--- config.mk ---
export PLATFORM = sky130hd
export DESIGN_NAME = ara_req_broadcast
export DESIGN_NICKNAME = d
export VERILOG_FILES = /design/src/rtl/ara_req_broadcast.sv
export SDC_FILE = /design/constraint.sdc
export NUM_CORES = 1
export LEC_CHECK = 0
export ABC_CLOCK_PERIOD_IN_PS = 3800
export CORE_MARGIN = 8
export CORE_UTILIZATION = 45
export CTS_CLUSTER_SIZE = 24
export DETAILED_ROUTE_END_ITERATION = 6
export GPL_TIMING_DRIVEN = 0
export PLACE_DENSITY = 0.82
export SETUP_SLACK_MARGIN = 0.3
export SLEW_MARGIN = 25
export SYNTH_ARGS = -nofsm -noshare
export SYNTH_HDL_FRONTEND = slang
export SYNTH_SLANG_ARGS = --single-unit
--- constraint.sdc ---
create_clock -name clk_i -period 3.8 [get_ports clk_i]
set_input_delay 0.76 -clock clk_i [delete_from_list [all_inputs] [get_ports clk_i]]
set_output_delay 0.76 -clock clk_i [all_outputs]
set_load 0.02 [all_outputs]
--- src/rtl/ara_req_broadcast.sv ---
// Broadcasts one core accelerator request to every Ara cluster and joins the per-cluster
// responses into a single upstream response, bounding in-flight requests and flagging divergence.
module ara_req_broadcast #(
   parameter int unsigned NrClusters     = 4,
   parameter int unsigned MaxOutstanding = 4,
   parameter type         req_t          = logic,
   parameter type         resp_t         = logic,
   localparam int unsigned ReqW          = $bits(req_t),
   localparam int unsigned RespW         = $bits(resp_t),
   localparam int unsigned CntW          = $clog2(MaxOutstanding + 1)
) (
   input  logic                                clk_i,
   input  logic                                rst_ni,
   input  logic                                slv_req_valid_i,
   output logic                                slv_req_ready_o,
   input  logic [ReqW-1:0]                     slv_req_i,
   output logic [NrClusters-1:0]               mst_req_valid_o,
   input  logic [NrClusters-1:0]               mst_req_ready_i,
   output logic [ReqW-1:0]                     mst_req_o,
   input  logic [NrClusters-1:0]               mst_resp_valid_i,
   output logic [NrClusters-1:0]               mst_resp_ready_o,
   input  logic [NrClusters-1:0][RespW-1:0]    mst_resp_i,
   output logic                                slv_resp_valid_o,
   input  logic                                slv_resp_ready_i,
   output logic [RespW-1:0]                    slv_resp_o,
   output logic                                resp_mismatch_o,
   output logic [CntW-1:0]                     outstanding_o
);

   localparam logic [CntW-1:0] MaxCnt = CntW'(MaxOutstanding);

   logic [ReqW-1:0]       req_q, req_d;
   logic [NrClusters-1:0] pend_q, pend_d;
   logic [CntW-1:0]       cnt_q, cnt_d;
   logic                  mismatch_q, mismatch_d;

   logic                  drain, req_hs, resp_hs;
   logic [NrClusters-1:0] held_vec;
   logic [NrClusters-1:0] diff_vec;
   logic [RespW-1:0]      rsp_vec [NrClusters];

   // The request register empties this cycle if every still-pending cluster is ready now.
   assign drain           = ((pend_q & ~mst_req_ready_i) == '0);
   assign slv_req_ready_o = drain && (cnt_q < MaxCnt);
   assign req_hs          = slv_req_valid_i && slv_req_ready_o;
   assign resp_hs         = slv_resp_valid_o && slv_resp_ready_i;

   assign mst_req_valid_o  = pend_q;
   assign mst_req_o        = req_q;
   assign mst_resp_ready_o = ~held_vec;
   assign slv_resp_valid_o = &held_vec;
   assign slv_resp_o       = rsp_vec[0];
   assign resp_mismatch_o  = mismatch_q;
   assign outstanding_o    = cnt_q;

   always_comb begin
      req_d  = req_q;
      pend_d = pend_q & ~mst_req_ready_i;
      if (req_hs) begin
         req_d  = slv_req_i;
         pend_d = '1;
      end
   end

   always_comb begin
      cnt_d = cnt_q;
      if (req_hs && !resp_hs) begin
         cnt_d = cnt_q + 1'b1;
      end else if (!req_hs && resp_hs && (cnt_q != '0)) begin
         cnt_d = cnt_q - 1'b1;
      end
   end

   assign mismatch_d = mismatch_q | ((&held_vec) & (|diff_vec));

   for (genvar gi = 0; gi < NrClusters; gi++) begin : g_cluster
      logic             held_q, held_d;
      logic [RespW-1:0] rsp_q, rsp_d;

      // Upstream release clears the slot; ready stays low that cycle, so no capture can collide.
      always_comb begin
         held_d = held_q;
         rsp_d  = rsp_q;
         if (resp_hs) begin
            held_d = 1'b0;
         end else if (mst_resp_valid_i[gi] && !held_q) begin
            held_d = 1'b1;
            rsp_d  = mst_resp_i[gi];
         end
      end

      always_ff @(posedge clk_i or negedge rst_ni) begin
         if (!rst_ni) begin
            held_q <= 1'b0;
            rsp_q  <= '0;
         end else begin
            held_q <= held_d;
            rsp_q  <= rsp_d;
         end
      end

      assign held_vec[gi] = held_q;
      assign rsp_vec[gi]  = rsp_q;

      if (gi == 0) begin : g_ref
         assign diff_vec[gi] = 1'b0;
      end else begin : g_cmp
         assign diff_vec[gi] = (rsp_q != rsp_vec[0]);
      end
   end

   always_ff @(posedge clk_i or negedge rst_ni) begin
      if (!rst_ni) begin
         req_q      <= '0;
         pend_q     <= '0;
         cnt_q      <= '0;
         mismatch_q <= 1'b0;
      end else begin
         req_q      <= req_d;
         pend_q     <= pend_d;
         cnt_q      <= cnt_d;
         mismatch_q <= mismatch_d;
      end
   end

endmodule

==> results.json, run 1 <==
{
  "status": "finished, final reports clean",
  "synth_edf_count": 0,
  "start_kind": "input port",
  "place_ws_ns": 0.821,
  "async_flop_share_pct": 100,
  "postCtsSetupBuffers": 0,
  "cts_tree": "yes",
  "yosysMostFrequentCell": "dfrtp_1",
  "drive_gt1_share_pct": 18.4,
  "gp_congestion": 0.762,
  "core_area_um2": 1750,
  "syn_nets": 96,
  "clock-sinks": 17,
  "initial_utilization_pct": 48.5,
  "io_pins": 33,
  "cp-end-kind": "output port",
  "drc": 0,
  "grt_pass1_wl_mm": 3.20,
  "slew_headroom_pct": 49.2,
  "wl_per_cell_um": 14.2,
  "syn_area_per_cell_um2": 10.9,
  "peakVddDrop_mv": 0.446,
  "worstPathArrival_ns": 2.21,
  "syn-cell-area_um2": 847,
  "fmax_mhz": 336,
  "critPathRequiredTime_ns": 3.04,
  "wl_mm": 1.97,
  "synth_top_flop_cell": "dfrtp_1",
  "grt_antenna_before_repair": 0,
  "hold_violations": 0,
  "fin_ws_ns": 0.828,
  "finalSetupViolCount": 0,
  "insertion_delay_ns": 0.28,
  "p_leak_nw": 0.537,
  "vias": 702,
  "power_density_nw_per_um2": 800,
  "synth-seq-cells": 17,
  "first_pass_iters": 2,
  "cts_buffer_depth": 2,
  "setup.worst_path.class": "in2out",
  "yosysWarnings": 0,
  "synthTopCellsByCount": "dfrtp_1, nor2_1, nand2_1, inv_1",
  "cts-root-buf": "clkbuf_4",
  "finalCritPeriodShare_pct": 78.2,
  "h-tree-depth": 1,
  "drt-initial-drc-count": 4,
  "port_buffers": 32,
  "synthTopCellsByArea": "dfrtp_1, nor2_1, a31o_2, nand2_1, a21boi_0",
  "overflow": 0,
  "drtAntennaViolNets": 0,
  "via_per_inst": 5.05,
  "hold_class": "reg2reg",
  "finalClockSkew_ns": 0.00488,
  "synth_area_leader_cell": "dfrtp_1",
  "period_needed_ns": 2.97,
  "syn_inst": 78,
  "die_w_um": 59.4,
  "die_area_um2": 3530,
  "hold_slack_ns": 0.492,
  "ys_seq_area_share_pct": 50.2,
  "rsz0062_at_grt": "false",
  "dp_hpwl_mm": 1.56,
  "synth.distinct_cells": 31,
  "cap_violations": 0,
  "cts-buffers-inserted": 3,
  "antenna_cells": 0,
  "tns_ns": 0,
  "crit_fanout": 4,
  "worst_slew_pin_slew_ns": 0.760,
  "cts_resized": 0,
  "synth_top_area_share_pct": 50.2,
  "placementRows": 15,
  "grtUsageTotal_pct": 11.9,
  "grt_max_degree": 18,
  "final_nets": 133,
  "die_h_um": 59.4,
  "grt_pass1_vias": 728,
  "clkTransAtPathRegs_ns": 0.09,
  "finalMaxSlewViolations": 0,
  "hold_buffers": 0,
  "syn2layout_area_growth_pct": 44.6
}
cell families after synthesis:
kind of cell | after synthesis | share of synthesized area [%]
multiplexers | 1 | 1.18
flip-flops | 17 | 50.2
AO/OA/AOI/OAI | 17 | 15.2
buffers and inverters | 7 | 4.14
AND/OR/NAND/NOR | 34 | 25.0
XOR/XNOR | 1 | 1.92
adder cells (fa/ha/maj) | 1 | 2.36
critical path: stages:
cell and delay [ns]:
clkdlybuf4s50_1 0.46, nand2b_2 0.14, nand4_4 0.13, nor2_1 0.11, clkdlybuf4s50_1 0.61
through the flow:
stage               instances  cell area, um2  total power [mW]  utilization [%]
finish                    139            1220             0.980             70.2
global route              139            1220              1.05             70.2
CTS                       139            1220             0.994             70.2
detailed placement        135            1200             0.895             68.7
global placement          135            1200             0.876             68.7
floorplan                  78             847             0.667                -
final timing paths:
check                                                 from                         endpoint  slack [ns]  depth (start not counted)
max                                     mst_req_ready_i[2]                  slv_req_ready_o        0.83                          5
min in group asynchronous                           rst_ni     outstanding_o[1]$_DFFE_PN0P_        0.92                          1
max reg2reg                g_cluster[2].held_q$_DFFE_PN0P_     outstanding_o[2]$_DFFE_PN0P_        1.76                          9
min reg2reg                          mst_req_o$_DFFE_PN0P_            mst_req_o$_DFFE_PN0P_        0.49                          2
max in group asynchronous                           rst_ni  g_cluster[3].held_q$_DFFE_PN0P_        2.41                          1
min                                  mst_req_o$_DFFE_PN0P_            mst_req_o$_DFFE_PN0P_        0.49                          2
routing by layer:
metal | wire length [um] | up-vias | share of wire, % | GRT usage (%)
met4 | 19 | 0 | 0.96 | 6.14
met3 | 176 | 2 | 8.9 | 4.77
met2 | 926 | 27 | 47 | 19.7
met5 | 0 | - | 0 | 0
met1 | 850 | 334 | 43 | 12.5
li1 | - | 339 | - | -
layout make-up:
| type | count | area, um2 |
|---|---|---|
| clock buffer | 4 | 26.3 |
| multi-input combinational | 54 | 387 |
| tap | 25 | 31.3 |
| buffer | 2 | 16.3 |
| fill | 137 | 520 |
| timing repair buffer | 32 | 320 |
| sequential | 17 | 425 |
| inverter | 5 | 18.8 |
power breakdown:
part	total (mW)	switching, mW	internal [mW]
clock	0.0930	0.0522	0.0407
combinational	0.551	0.268	0.283
sequential	0.336	0.0767	0.259
total	0.980	0.397	0.583
state kept, by name, summed over array words and instances (netlist names):
register and count:
g_cluster.held_q 4, mst_req_valid_o 4, g_cluster.rsp_q 3, outstanding_o 3, mst_req_o 1, resp_mismatch_o 1
slv_resp_o 1
cells in the final DEF, fill, tap and decap left out, types with 2 or more instances in the layout:
| cell | netlist | layout |
|---|---|---|
| a21boi_0 | 4 | 4 |
| a31o_2 | 4 | 4 |
| clkbuf_4 | 0 | 3 |
| clkdlybuf4s50_1 | 0 | 32 |
| dfrtp_1 | 17 | 17 |
| inv_1 | 5 | 5 |
| nand2_1 | 9 | 9 |
| nand2b_2 | 3 | 3 |
| nor2_1 | 11 | 11 |
| o21ai_0 | 2 | 2 |
Power figures use the tool's default switching activity.
==> run 2: changes to the inputs <==
Settings changed: ABC_CLOCK_PERIOD_IN_PS 3800 to 2900, CORE_UTILIZATION 45 to 42, PLACE_DENSITY 0.82 to 0.77.
Clock period 3.8 ns to 2.9 ns, I/O delays scaled along.
==> results.json, run 2 (synthesized netlist as in run 1, its figures left out) <==
{
  "worstPathArrival_ns": 1.76,
  "drt-initial-drc-count": 6,
  "met3_wirelength_um": 196,
  "drive_gt1_share_pct": 19.3,
  "die_w_um": 60.9,
  "grtUsageTotal_pct": 11.5,
  "hold_slack_ns": 0.498,
  "die_h_um": 60.9,
  "p_leak_nw": 0.544,
  "slowest_stage": "clkdlybuf4s50_1",
  "worst_slew_pin_slew_ns": 0.755,
  "cts_tree": "yes",
  "grt_antenna_before_repair": 0,
  "port_buffers": 32,
  "wl_per_cell_um": 13.4,
  "io_pins": 33,
  "layout_commonest_cell": "clkdlybuf4s50_1",
  "period_needed_ns": 2.34,
  "wl_met2_um": 896,
  "dp_cells": 137,
  "cts-root-buf": "clkbuf_4",
  "fin_cells": 141,
  "top_layer": "met4",
  "critical-path-top-delay-family": "buffers and inverters",
  "p_total_mw": 1.28,
  "placementRows": 16,
  "first_pass_iters": 2,
  "path_cells": "clkdlybuf4s50_1 > nand2b_1 > nand4_4 > nor2_1 > dlygate4sd2_1",
  "drc": 0,
  "crit_fanout": 4,
  "slew_headroom_pct": 49.5,
  "grt_pass1_wl_mm": 3.13,
  "core_area_um2": 1940,
  "h-tree-depth": 1,
  "final_nets": 133,
  "hold_buffers": 0,
  "rsz0062_at_grt": "false",
  "fmax_mhz": 427,
  "fillers": 174,
  "insertion_delay_ns": 0.30,
  "status": "finished, final reports clean",
  "power_density_nw_per_um2": 1040,
  "via_per_inst": 5.06,
  "dp_hpwl_mm": 1.53,
  "hold_violations": 0,
  "crit_buf_inv": 2,
  "grt_max_degree": 18,
  "max_stage_delay_ns": 0.45,
  "drtAntennaViolNets": 0,
  "overflow": 0,
  "hold_class": "reg2reg",
  "setup.worst_path.class": "in2out",
  "cts_buffer_depth": 2,
  "initial_utilization_pct": 43.6,
  "gp_congestion": 0.729,
  "wl_mm": 1.90,
  "finalMaxSlewViolations": 0,
  "finalSetupViolCount": 0,
  "fin_util_pct": 63.2,
  "cap_violations": 0,
  "clkTransAtPathRegs_ns": 0.10,
  "die_area_um2": 3710,
  "cts-buffers-inserted": 3,
  "syn2layout_area_growth_pct": 44.9,
  "finalClockSkew_ns": 0.000844,
  "vias": 713,
  "cp-end-kind": "output port",
  "critPathRequiredTime_ns": 2.32,
  "wl_met1_um": 760,
  "antenna_cells": 0,
  "start_kind": "input port",
  "clock-sinks": 17,
  "finalCritPeriodShare_pct": 80.8,
  "final_cell_mix": "clkdlybuf4s50_1, dfrtp_1, nor2_1",
  "peakVddDrop_mv": 0.498,
  "tns_ns": 0,
  "grt_pass1_vias": 694
}
==> run 2: power breakdown <==
part	total, mW	switching (mW)	internal [mW]
combinational	0.714	0.349	0.365
clock	0.129	0.0775	0.0515
sequential	0.436	0.0973	0.339
==> run 2: path summary, 6_finish.rpt <==
check | from | end | slack (ns) | depth (start not counted)
max | mst_req_ready_i[0] | slv_req_ready_o | 0.56 | 5
min | resp_mismatch_o$_DFF_PN0_ | resp_mismatch_o$_DFF_PN0_ | 0.50 | 1
min in group asynchronous | rst_ni | mst_req_o$_DFFE_PN0P_ | 0.72 | 1
max reg2reg | g_cluster[2].held_q$_DFFE_PN0P_ | outstanding_o[2]$_DFFE_PN0P_ | 0.87 | 9
min reg2reg | resp_mismatch_o$_DFF_PN0_ | resp_mismatch_o$_DFF_PN0_ | 0.50 | 1
max in group asynchronous | rst_ni | g_cluster[1].rsp_q$_DFFE_PN0P_ | 1.71 | 1
==> run 2: cell type report <==
type / instances / area [um2] / share of cell area, %
plain buffers: 2 / 16.3 / 1.33
clock inverters: 1 / 5.00 / 0.408
repair buffers: 32 / 319 / 26.0
multi-input cells: 54 / 387 / 31.5
clock buffers: 3 / 22.5 / 1.83
flip-flops and latches: 17 / 425 / 34.7
inverters: 5 / 18.8 / 1.53
well taps: 27 / 33.8 / 2.75
==> run 2: repair_timing <==
item                                    in CTS  in global routing
endpoints found under the setup margin       1                  0
buffers inserted                             0                  0
resized for setup                            1                  0
==> run 2: metrics by stage <==
step           worst slack [ns]  area, um2
3_3_place_gp              0.288       1200
4_1_cts                   0.542       1230
6_report                  0.556       1230
5_1_grt                   0.464       1230
3_5_place_dp              0.275       1200
2_1_floorplan             0.954        847
==> run 2: metal layers <==
metal  vias up  GRT usage [%]
met5         -              0
met4         0           6.98
met3         5           5.08
met2        24           17.5
met1       344           12.9
li1        340              -
==> run 3: changes to the inputs <==
Settings changed: ABC_CLOCK_PERIOD_IN_PS 2900 to 2250.
Clock period 2.9 ns to 2.25 ns, I/O delays scaled along.
==> results.json, run 3 (synthesized netlist as in run 1, its figures left out) <==
{
  "status": "finished, final reports clean",
  "path_cells": "and4_4 > and2_4 > buf_8 > nor3_4 > inv_2 > fa_2 > nor2_1 > o21ai_1 > o311ai_1",
  "grt_pass1_wl_mm": 3.34,
  "drt-initial-drc-count": 4,
  "die_h_um": 60.9,
  "drtAntennaViolNets": 0,
  "fillers": 166,
  "fmax_mhz": 521,
  "grt_antenna_before_repair": 0,
  "critPathRequiredTime_ns": 2.45,
  "finalCritPeriodShare_pct": 85.3,
  "finalSetupViolCount": 0,
  "layout_commonest_cell": "clkdlybuf4s50_1",
  "drc": 0,
  "slew_headroom_pct": 49.2,
  "setup.worst_path.class": "reg2reg",
  "h-tree-depth": 1,
  "core_area_um2": 1940,
  "initial_utilization_pct": 43.6,
  "post_dp_cell_area_um2": 1200,
  "grtUsageTotal_pct": 12.2,
  "wl_per_cell_um": 13.7,
  "cap_violations": 0,
  "finalMaxSlewViolations": 0,
  "io_pins": 33,
  "gp_congestion": 0.729,
  "antenna_cells": 0,
  "p_leak_nw": 0.633,
  "placementRows": 16,
  "cts-root-buf": "clkbuf_4",
  "dp_hpwl_mm": 1.53,
  "hold_class": "reg2reg",
  "via_per_inst": 4.99,
  "drive_gt1_share_pct": 27.3,
  "final_cell_mix": "clkdlybuf4s50_1, dfrtp_1, nor2_1",
  "start_kind": "register",
  "vias": 738,
  "first_pass_iters": 4,
  "overflow": 0,
  "place_ws_ns": -0.135,
  "worst_slew_pin_slew_ns": 0.760,
  "period_needed_ns": 1.92,
  "finalClockSkew_ns": 0.00170,
  "cts_buffer_depth": 2,
  "hold_slack_ns": 0.497,
  "crit_fanout": 3,
  "die_area_um2": 3710,
  "clock-sinks": 17,
  "cp-end-kind": "register",
  "die_w_um": 60.9,
  "peakVddDrop_mv": 0.660,
  "insertion_delay_ns": 0.30,
  "fin_ws_ns": 0.331,
  "fin_area_um2": 1310,
  "cts-buffers-inserted": 3,
  "slowest_stage": "dfrtp_1",
  "hold_violations": 0,
  "power_density_nw_per_um2": 1320,
  "max_stage_delay_ns": 0.42,
  "wl_mm": 2.03,
  "syn2layout_area_growth_pct": 54.9,
  "p_total_mw": 1.74,
  "port_buffers": 32,
  "grt_pass1_vias": 764,
  "final_nets": 140,
  "rsz0062_at_grt": "true",
  "grt_max_degree": 18,
  "worstPathArrival_ns": 2.12,
  "cts_tree": "yes",
  "clkTransAtPathRegs_ns": 0.10,
  "tns_ns": 0
}
run 3: cell types whose count changed in the layout (fill, tap and decap cells not counted), moves of 3 or more:
cell,before,now
dlymetal6s2s_1,0,3
clkdlybuf4s50_1,31,23
nand2b_4,1,5
nand2b_2,3,0
buf_4,0,7
dlygate4sd2_1,1,5
run 3: power breakdown:
group	internal [mW]	total, mW	switching (mW)
registers	0.437	0.575	0.138
logic	0.524	0.993	0.469
clock network	0.0664	0.171	0.104
total	1.03	1.74	0.712
run 3: final cells by class:
type                            instances  area, um2  area share [%]
Sequential cell                        17        425            32.4
Multi-Input combinational cell         54        412            31.4
Timing Repair Buffer                   39        375            28.6
Tap cell                               27       33.8            2.57
Clock buffer                            3       22.5            1.72
Buffer                                  2       20.0            1.53
Inverter                                5       18.8            1.43
Clock inverter                          1       5.00           0.381
run 3: final timing paths:
| path | start | to | slack, ns | cells after the start |
|---|---|---|---|---|
| worst max-delay path | g_cluster[3].held_q$_DFFE_PN0P_ | outstanding_o[2]$_DFFE_PN0P_ | 0.33 | 9 |
| worst min-delay path | resp_mismatch_o$_DFF_PN0_ | resp_mismatch_o$_DFF_PN0_ | 0.50 | 1 |
| worst max register to register | g_cluster[3].held_q$_DFFE_PN0P_ | outstanding_o[2]$_DFFE_PN0P_ | 0.33 | 9 |
| worst min register to register | resp_mismatch_o$_DFF_PN0_ | resp_mismatch_o$_DFF_PN0_ | 0.50 | 1 |
| max in group asynchronous | rst_ni | outstanding_o[2]$_DFFE_PN0P_ | 1.19 | 1 |
| min in group asynchronous | rst_ni | mst_req_o$_DFFE_PN0P_ | 0.58 | 1 |
run 3: per-stage QoR:
step	instances	utilization, %
global placement	137	61.9
CTS	147	66.8
finish	148	67.6
floorplan	78	-
detailed placement	137	61.9
global route	148	67.6
run 3: critical path, delay by kind of cell, from the launching register on:
| family | cells | cell delay [ns] |
|---|---|---|
| AOI/OAI and AO/OA | 2 | 0.30 |
| and+or+nand+nor | 4 | 0.58 |
| buffers and inverters | 2 | 0.16 |
| adders and majority gates | 1 | 0.33 |
| DFF | 1 | 0.42 |
run 3: timing repair:
item / CTS / global route
buffers inserted: 6 / 1
hold buffers: 0 / 0
pin swaps: 7 / 4
setup endpoints to repair: 4 / 4
gates resized for setup: 16 / 3
run 3: per-layer routing:
layer | up-vias | GRT usage, % | share of wire [%]
li1 | 354 | - | -
met2 | 24 | 19.8 | 48
met4 | 0 | 7.64 | 2.1
met1 | 355 | 12.6 | 40
met3 | 5 | 5.30 | 9.7
met5 | - | 0 | 0
==> edit (flow settings as in run 2) <==
Reset style: synchronous (`rst_ni`), changed in 2 clocked blocks.
--- a/src/rtl/ara_req_broadcast.sv
+++ b/src/rtl/ara_req_broadcast.sv
@@ -90,5 +90,5 @@
       end
 
-      always_ff @(posedge clk_i or negedge rst_ni) begin
+      always_ff @(posedge clk_i) begin
          if (!rst_ni) begin
             held_q <= 1'b0;
@@ -110,5 +110,5 @@
    end
 
-   always_ff @(posedge clk_i or negedge rst_ni) begin
+   always_ff @(posedge clk_i) begin
       if (!rst_ni) begin
          req_q      <= '0;
Behaviour: differs if rst_ni is asserted again (counterexample within 4 cycles, from zero or initial values and one cycle with rst_ni low); with rst_ni held inactive, the same outputs for 10 cycles.
==> edit against run 2 <==
  * Utilization is 2.6 points higher
  * Die area is 5.7% lower
  * Sequential cell count stayed put
  * Wire length is 2.8% lower
  * Hold slack worse by 0.026 ns
  * Critical path depth stayed put
  * Setup slack worse by 0.021 ns
  * Cell count stayed put
  * Register-to-register slack better by 0.18 ns
  * Synthesized area is 7.7% lower
  * Clock skew hardly changed
  * Final area is 6.4% lower
Power is not compared: it rests on default switching activity, and its combinational part moved more than twofold at a synthesized area within 25%.
==> edit: results (changes against run 2) <==
* Slew HR at 75.3% (+26 points)
* Metal2 WL at 885 um (-1.2%)
* Met2 Track Usage GR at 17.4% (-0.051 points)
* Placed cell area at 1120 um2 (-6.5%)
* Number of global-route vias before repair at 640 (-7.8%)
* Skew final at 0.00117 ns (+0.000329 ns)
* Via density at 4.81 (-4.9%)
* Async SR Flop Fraction at 0% (-100 points)
* R2R depth at 7 (-2)
* Sequential share of the synthesized area at 43.5% (-6.7 points)
* Worst reg2reg startpoint: mst_req_valid_o[2]$_SDFF_PN0_
* Global-route wire length before repair at 3080 um (-1.8%)
* Met3 WL at 51 um (-74%)
* Drt initial violations at 12 (+6)
* Half-perimeter wire length after placement at 1520 um (-0.30%)
* Global-route track usage on met3 at 2.17% (-2.9 points)
* Reg-to-reg slack, setup at 1.05 ns (+0.18 ns)
* Total wire length at 1840 um (-2.8%)
* Crit path DAT at 1.79 ns (+0.03 ns)
* Synth top area cells: dfxtp_1 (44%), a21boi_0 (7.7%), nand2b_4 (7.0%)
* Core Util, Final at 65.8% (+2.6 points)
* Grt met1 use at 14.6% (+1.7 points)
* Primary FF master, synth: dfxtp_1
* GPL Wtd Cong at 0.814 (+12%)
* Status: complete, no violations
* Largest net degree at the start of global routing at 11 (-7)
* Crit path largest cell delay at 0.47 ns (+0.02 ns)
-- edit: power by group through the flow --
stage,sequential (mW),combinational (mW),clock (mW)
finish,0.283,0.197,0.125
global route,0.288,0.216,0.148
CTS,0.283,0.200,0.128
detailed placement,0.289,0.202,0
global placement,0.288,0.198,0
floorplan,0.307,0.0935,0
-- edit: kinds of logic after synthesis --
kind of cell	synth area share, %
AOI/OAI and AO/OA	17.0
xor gates and xnor gates	1.12
adders and majority gates	2.56
buffers and inverters	2.88
DFF	43.5
muxes	3.84
and+or+nand+nor	29.1
-- edit: through the flow --
stage / power (mW) / worst slack (ns)
2_1_floorplan: 0.400 / 0.860
3_3_place_gp: 0.486 / 0.274
3_5_place_dp: 0.491 / 0.252
4_1_cts: 0.612 / 0.529
5_1_grt: 0.652 / 0.432
6_report: 0.605 / 0.535
-- edit: area by class of cell --
cell class              count  area share (%)
plain buffers               2           0.654
repair buffers             31            26.9
well taps                  25            2.72
clock buffers               4            2.29
flip-flops and latches     17            29.6
multi-input cells          58            36.5
inverters                   4            1.31
